### src/rtl/gray_to_bin_tracker.sv
// gray_to_bin_tracker: receive-side checker for a Gray-coded counter/pointer.
// Stage 1 captures the Gray sample, stage 2 decodes it to binary and
// classifies it against the previous valid sample (hold / +1 / -1 / jump).
// A saturating counter tallies illegal jumps.
module gray_to_bin_tracker #(
  parameter int N  = 8,
  parameter int CW = 8
) (
  input  logic          clk,
  input  logic          rst,
  input  logic [N-1:0]  gray_in,
  input  logic          in_valid,
  input  logic          clr_err,
  output logic [N-1:0]  bin_out,
  output logic          out_valid,
  output logic          first,
  output logic          step_up,
  output logic          step_down,
  output logic          hold,
  output logic          err,
  output logic [CW-1:0] err_count
);

  localparam logic [N-1:0]  ZERO_N  = {N{1'b0}};
  localparam logic [N-1:0]  ONE_N   = {{(N-1){1'b0}}, 1'b1};
  localparam logic [N-1:0]  ALL1_N  = {N{1'b1}};
  localparam logic [CW-1:0] CNT_ZERO = {CW{1'b0}};
  localparam logic [CW-1:0] CNT_ONE  = {{(CW-1){1'b0}}, 1'b1};
  localparam logic [CW-1:0] CNT_MAX  = {CW{1'b1}};

  // Reflected-binary to binary: each bit is the XOR of all Gray bits at or above it.
  function automatic logic [N-1:0] gray_decode(input logic [N-1:0] g);
    logic [N-1:0] b;
    b        = ZERO_N;
    b[N-1]   = g[N-1];
    for (int i = N - 2; i >= 0; i--) begin
      b[i] = b[i+1] ^ g[i];
    end
    return b;
  endfunction

  // Stage 1 registers
  logic [N-1:0]  g_q, g_d;
  logic          v1_q, v1_d;
  // Stage 2 registers
  logic [N-1:0]  bin_q, bin_d;
  logic [N-1:0]  prev_q, prev_d;
  logic          has_prev_q, has_prev_d;
  logic          out_valid_q, out_valid_d;
  logic          first_q, first_d;
  logic          step_up_q, step_up_d;
  logic          step_down_q, step_down_d;
  logic          hold_q, hold_d;
  logic          err_q, err_d;
  logic [CW-1:0] err_count_q, err_count_d;
  // Combinational helpers
  logic [N-1:0]  dec_s;
  logic [N-1:0]  diff_s;
  logic [CW-1:0] cnt_base_s;

  // Stage 1: capture the Gray sample on valid, otherwise hold it and drop the strobe.
  always_comb begin
    g_d  = g_q;
    v1_d = 1'b0;
    if (in_valid) begin
      g_d  = gray_in;
      v1_d = 1'b1;
    end else begin
      g_d  = g_q;
      v1_d = 1'b0;
    end
  end

  // Stage 2: decode, classify against the previous sample, and update history.
  always_comb begin
    dec_s       = gray_decode(g_q);
    diff_s      = dec_s - prev_q;
    bin_d       = bin_q;
    prev_d      = prev_q;
    has_prev_d  = has_prev_q;
    out_valid_d = 1'b0;
    first_d     = 1'b0;
    step_up_d   = 1'b0;
    step_down_d = 1'b0;
    hold_d      = 1'b0;
    err_d       = 1'b0;
    if (v1_q) begin
      bin_d       = dec_s;
      prev_d      = dec_s;
      has_prev_d  = 1'b1;
      out_valid_d = 1'b1;
      if (!has_prev_q) begin
        first_d = 1'b1;
      end else begin
        // Modular difference makes wrap-around a legal single step.
        case (diff_s)
          ZERO_N:  hold_d      = 1'b1;
          ONE_N:   step_up_d   = 1'b1;
          ALL1_N:  step_down_d = 1'b1;
          default: err_d       = 1'b1;
        endcase
      end
    end else begin
      out_valid_d = 1'b0;
    end
  end

  // Error counter: apply clear first, then count the error registered this edge, saturating.
  always_comb begin
    cnt_base_s  = err_count_q;
    err_count_d = err_count_q;
    if (clr_err) begin
      cnt_base_s = CNT_ZERO;
    end else begin
      cnt_base_s = err_count_q;
    end
    if (err_d && (cnt_base_s != CNT_MAX)) begin
      err_count_d = cnt_base_s + CNT_ONE;
    end else begin
      err_count_d = cnt_base_s;
    end
  end

  // State registers with synchronous reset; reset flushes any in-flight samples.
  always_ff @(posedge clk) begin
    if (rst) begin
      g_q         <= ZERO_N;
      v1_q        <= 1'b0;
      bin_q       <= ZERO_N;
      prev_q      <= ZERO_N;
      has_prev_q  <= 1'b0;
      out_valid_q <= 1'b0;
      first_q     <= 1'b0;
      step_up_q   <= 1'b0;
      step_down_q <= 1'b0;
      hold_q      <= 1'b0;
      err_q       <= 1'b0;
      err_count_q <= CNT_ZERO;
    end else begin
      g_q         <= g_d;
      v1_q        <= v1_d;
      bin_q       <= bin_d;
      prev_q      <= prev_d;
      has_prev_q  <= has_prev_d;
      out_valid_q <= out_valid_d;
      first_q     <= first_d;
      step_up_q   <= step_up_d;
      step_down_q <= step_down_d;
      hold_q      <= hold_d;
      err_q       <= err_d;
      err_count_q <= err_count_d;
    end
  end

  assign bin_out   = bin_q;
  assign out_valid = out_valid_q;
  assign first     = first_q;
  assign step_up   = step_up_q;
  assign step_down = step_down_q;
  assign hold      = hold_q;
  assign err       = err_q;
  assign err_count = err_count_q;

endmodule

### config.mk
export PLATFORM = sky130hd
export DESIGN_NAME = gray_to_bin_tracker
export DESIGN_NICKNAME = d
export VERILOG_FILES = /design/src/rtl/gray_to_bin_tracker.sv
export SDC_FILE = /design/constraint.sdc
export NUM_CORES = 1
export LEC_CHECK = 0
export BUFFER_PORTS_ARGS = -buffer_cell sky130_fd_sc_hd__buf_2
export CORE_ASPECT_RATIO = 1.25
export CORE_MARGIN = 3
export CORE_UTILIZATION = 54
export CTS_CLUSTER_SIZE = 20
export DETAILED_ROUTE_END_ITERATION = 7
export PLACE_DENSITY = 0.79
export SLEW_MARGIN = 20
export SYNTH_ARGS = -nofsm -noshare
export SYNTH_HDL_FRONTEND = slang
export SYNTH_SLANG_ARGS = --single-unit
### constraint.sdc
create_clock -name clk -period 4.8 [get_ports clk]
set_clock_uncertainty 0.15 [all_clocks]
set_input_delay 0.48 -clock clk [delete_from_list [all_inputs] [get_ports clk]]
set_output_delay 0.48 -clock clk [all_outputs]
set_load 0.1 [all_outputs]
# After elaboration in Yosys (flattened, before gate mapping)

Index checks and enable logic that the tools add are counted.

Order comparisons: 0
Bitwise gates (word level): 9
Reduce and logical (&&, ||, !) cells: 5
Muxes and demuxes: 11
Multiply operators: 0
Equal/unequal tests: 3
$add $sub $neg: 2
Div/mod/pow operators: 0
Shifts and indexed selects: 0

Operators by type and width:

| operator                                                               | number |
|---|---|
| 8-bit 2-to-1 mux                                                       | 2 |
| 1-bit 2-to-1 mux                                                       | 9 |
| 8-bit by 1-bit adder with 8-bit output (second input constant)         | 1 |
| 8-bit by 1-bit equality test with 1-bit output (second input constant) | 1 |
| 8-bit equality test (second input constant)                            | 1 |
| 8-bit logical NOT                                                      | 1 |
| 8-bit inequality test (second input constant)                          | 1 |
| 8-bit subtractor                                                       | 1 |
| 1-bit bitwise XOR                                                      | 7 |
| 3-bit OR reduction                                                     | 2 |
| 1-bit NOT                                                              | 2 |
| 2-bit OR reduction                                                     | 1 |
| 1-bit logical AND                                                      | 1 |

Bits in writable memories: 0
ROM bits: 0
Memories kept: 0
Input port bits: 12
Bits in latches: 0
Bits in registers: 32

# Depth between registers and ports, before layout

Word-level depth: 15
Depth in mapped cells: 16
Depth with buffers taken out: 15

# Least setup slack after synthesis

Ideal clock, no wire load.

Path type: register to register
Start: reg g_q[7]
End: reg err_count_q[3] (netlist: err_count[3])
Stages on the path, launching flop included: 17
Library setup time: 0.121 ns
Path slack: 0.670 ns
Arrival: 3.859 ns
Path buffers: 1
Cell sequence: dfxtp_1 > xnor2_2 > xnor2_1 > xnor2_2 > xor2_2 > xor2_2 > xnor2_1 > ha_1 > fa_1 > nor2b_1 > o21ai_1 > xnor2_1 > or3_1 > or4_4 > buf_6 > nand4_1 > mux2_2

Word-level cells in the longest chain between the ends: 15

RTL lines:

| what                                              | line | RTL |
|---|---|---|
| start: declaration                                | 43   | `logic [N-1:0] g_q, g_d;` |
| start signal: assignment                          | 140  | `g_q <= g_d;` |
| 1-bit bitwise XOR (*) (4 in a row)                | 37   | `b[i] = b[i+1] ^ g[i];` |
| named net dec_s[3]                                | 57   | `logic [N-1:0] dec_s;` |
| 1-bit bitwise XOR (*)                             | 37   |  |
| named net dec_s[2]                                | 57   |  |
| 1-bit bitwise XOR (*)                             | 37   |  |
| named net dec_s[1]                                | 57   |  |
| 1-bit bitwise XOR                                 | 37   |  |
| 8-bit subtractor (*)                              | 77   | `diff_s = dec_s - prev_q;` |
| 8-bit equality test, or another cell as far along | 96   | `case (diff_s)` |
| 3-bit OR reduction (no line) (*)                  | --   |  |
| 1-bit 2-to-1 mux (*)                              | 96   |  |
| 1-bit 2-to-1 mux (*)                              | 92   | `if (!has_prev_q) begin` |
| 1-bit 2-to-1 mux (*)                              | 87   | `if (v1_q) begin` |
| 1-bit logical AND (*)                             | 117  | `if (err_d && (cnt_base_s != CNT_MAX)) begin` |
| 8-bit 2-to-1 mux (*)                              | 117  |  |
| end signal: assignment                            | 151  | `err_count_q <= err_count_d;` |
| end: declaration                                  | 55   | `logic [CW-1:0] err_count_q, err_count_d;` |

Mark *: on every way through the listed nets, which the timed path passes. The rest lies on a longest branch.
A chain may end at the register's enable or synchronous reset.

# Worst setup path after layout

Start: reg g_q[7]
End: reg err_count_q[5] (netlist: err_count[5])

The elaborated chain is that of the path after synthesis.

==> run_results.csv <==
group,metric,value,unit
sta,rsz_0062_raised_after_global_routing,"false",
cells_and_area,num_antenna_cells,0,
synth,yosys_cell_types,43,
die,row_count,22,
clocking,clock_tree.buffer_depth,2,
detailed_routing,first_iter_violations,46,
synth,synthesis.area_per_instance,8.963,µm²
detailed_routing,post_drt_wl_per_cell,12.54,µm
detailed_routing,drc_errors,0,
synth,synth_largest_type_area_fraction,0.3647,
synth,synth.net_count,217,
cells_and_area,final_nets,251,
clocking,root_buffer,"sky130_fd_sc_hd__clkbuf_4",
job,drv_cap,0,
die,start_util,0.5802,
placed_design,place_hpwl,2538,µm
synth,post_synth_main_area_contributors,"sky130_fd_sc_hd__dfxtp_1 (36%), sky130_fd_sc_hd__mux2i_1 (8.0%), sky130_fd_sc_hd__nor2_1 (5.8%)",
sta,final_report_setup_violation_count,0,
worst_setup_path,worstSetupStartpointType,"flop",
outcome,status,"complete, no violations",
min_path,min-delay-path-class,"in -> reg",
sta,fin_crit,4.356,ns
sta,finalCritPeriodShare,0.9074,
worst_setup_path,worstSetupPathType,"reg -> reg",
power_and_ir_drop,power.ir.vdd_worst,316.4,µV
worst_setup_path,crit_path_start,"g_q[7]$_SDFFE_PP0P_",
clocking,cts.clk_slew.worst_paths,0.10,ns
cells_and_area,area.growth.synth_to_final,14.17,%
sta,timing.fmax,229.6,MHz
sta,fin_setup_tns,0,ns
sta,timing.max_slew.rel_slack,0.6045,
worst_setup_path,worst_ep_arrival_time,4.44,ns
detailed_routing,detailedRoute.firstPassIterationCount,4,
synth,yosys_warnings,0,
worst_setup_path,cp.required,4.88,ns
grt,wire_length_of_the_first_global_routing_pass,5658,µm
clocking,cts-buffers-inserted,5,
grt,first_global_vias,1353,
worst_setup_path,r2r_setup_slack,0.44,ns
die,die_height,69.77,µm
sta,hold-worst-slack,0.2258,ns
synth,synth_sequential_area_ratio,0.3647,
detailed_routing,postRouteAntennaNets,0,
clocking,cts_tree,"done",
sta,final_hold_viols,0,
power_and_ir_drop,cellLeakagePower,0.9736,nW
clocking,tritoncts_num_sinks,32,
min_path,hold_path.startpoint,"gray_in[3]",
clocking,cts.hold.buffers_added,0,
detailed_routing,detailroute.via_count,1471,
power_and_ir_drop,power_density_of_the_placed_cells,378.7,mW/mm²
clocking,clk_latency,0.33,ns
die,design.die.area,0.003978,mm²
placed_design,finalWeightedCongestion,0.7998,
grt,global_route.overflow_total,0,
cells_and_area,most-common-layout-cells,"sky130_fd_sc_hd__buf_2 (33), sky130_fd_sc_hd__dfxtp_1 (32), sky130_fd_sc_hd__nor2_1 (27)",
cells_and_area,layout-drive-gt1-share,0.2304,
clocking,cts_htree_levels,2,
die,die_width,57.02,µm
synth,synthesis.instances,196,
detailed_routing,drt-total-wl,3335,µm
grt,grtUsageTotal,0.1765,
cells_and_area,layout.cells.most_common,"sky130_fd_sc_hd__buf_2",
detailed_routing,drt-vias-per-instance,5.530,
sta,finalMaxSlewViolations,0,
grt,initial_antenna_violation_count,0,
die,core_region_area,0.003028,mm²
worst_setup_path,cp_max_fo,12,
synth,syn_area,0.001757,mm²
worst_setup_path,type_of_element_capturing_the_critical_path,"flop",
die,pin_count,34,
synth,post-synth-top-area-cell,"sky130_fd_sc_hd__dfxtp_1",
synth,ys_seq_elements,32,
grt,pin_count_of_the_biggest_net_entering_global_routing,30,
sta,tightestPinTransition,0.5924,ns
worst_setup_path,reg2reg_from,"g_q[7]$_SDFFE_PP0P_",
clocking,postCtsSetupBuffers,0,
placed_design,place.port_buffers,33,
cells in the mapped netlist, drive strengths merged:
cell type,count
nor3b,1
a21o,1
a21boi,1
a41o,1
or2,2
mux2i,14
o21ai,3
dfxtp,32
nand2b,1
fa,1
mux2,4
nor2b,7
ha,8
nand3,4
a311oi,1
inv,16
xnor2,9
or3,3
nor2,27
a31oi,2
and4b,1
nand4,7
nand2,5
or4,2
a31o,1
o211ai,2
xor2,4
buf,4
and2,1
and3,11
o311ai,1
clkbuf,3
nor3,2
a41oi,2
a21oi,8
a211oi,4
metrics by stage:
step / area, µm² / std cells / power [mW] / utilization / setup WS, ns
floorplan: 1757 / 196 / 0.5421 / - / 0.6705
global placement: 1941 / 259 / 0.5854 / 0.6409 / 0.4692
detailed placement: 1941 / 259 / 0.5910 / 0.6409 / 0.3011
CTS: 2006 / 266 / 0.7635 / 0.6624 / 0.2698
global route: 2006 / 266 / 0.8163 / 0.6624 / 0.1399
finish: 2006 / 266 / 0.7596 / 0.6624 / 0.4443
worst max-delay path, cell delays in order, from the launching register on:
cell and delay, ns:
sky130_fd_sc_hd__dfxtp_1 0.43, sky130_fd_sc_hd__xnor2_2 0.13, sky130_fd_sc_hd__xnor2_1 0.34, sky130_fd_sc_hd__xnor2_2 0.19
sky130_fd_sc_hd__xor2_2 0.25, sky130_fd_sc_hd__xor2_2 0.25, sky130_fd_sc_hd__xnor2_1 0.15, sky130_fd_sc_hd__ha_1 0.23
sky130_fd_sc_hd__fa_1 0.40, sky130_fd_sc_hd__nor2b_1 0.17, sky130_fd_sc_hd__o21ai_1 0.10, sky130_fd_sc_hd__xnor2_1 0.13
sky130_fd_sc_hd__or3_1 0.36, sky130_fd_sc_hd__or4_4 0.51, sky130_fd_sc_hd__nand4_1 0.13, sky130_fd_sc_hd__mux2_2 0.34
registers in the layout, summed over array words and instances (netlist names):
| register | count |
|---|---|
| err | 1 |
| err_count | 8 |
| g_q | 8 |
| step_down | 1 |
| first | 1 |
| hold | 1 |
| step_up | 1 |
| prev_q | 8 |
| has_prev_q | 1 |
| out_valid | 1 |
| v1_q | 1 |
final timing paths:
kind / end / cells after the start
worst max register to register: err_count[5]$_SDFF_PP0_ / 15
worst min register to register: first$_SDFF_PP0_ / 1
worst max-delay path: err_count[5]$_SDFF_PP0_ / 15
worst min-delay path: g_q[3]$_SDFFE_PP0P_ / 3
area by class of cell:
cell class / instances / area (µm²)
well taps: 36 / 45.04
inverters: 16 / 60.06
repair buffers: 34 / 172.7
flip-flops and latches: 32 / 640.6
fillers: 292 / 1022
clock buffers: 7 / 65.06
multi-input cells: 141 / 1022
layer usage:
metal	wire [µm]	global-route usage
met3	177	0.05028
met4	51	0.06186
met1	1399	0.1989
met2	1707	0.3100
met5	0	0
what timing repair did:
action | 4_1_cts | 5_1_grt
setup endpoints to repair | 0 | 5
hold endpoints to repair | 0 | 0
resized for setup | 0 | 1
logic make-up (layout without fill, tap and decap cells):
logic type               Yosys count  after routing  synth area share
AND/OR/NAND/NOR                   74             74            0.2201
multiplexers                      18             18            0.1054
AO/OA/AOI/OAI                     27             27            0.1061
XOR/XNOR                          13             13           0.08191
buffers and inverters             23             57           0.05342
flip-flops                        32             32            0.3647
adder cells (fa/ha/maj)            9              9           0.06838
report_power, final:
group / leakage [nW] / internal, mW / total [mW] / switching (mW)
Sequential: 0.261 / 0.277 / 0.289 / 0.0116
Clock: 0.0374 / 0.0830 / 0.172 / 0.0891
Combinational: 0.675 / 0.107 / 0.299 / 0.191
(Power assumes the default switching activity.)
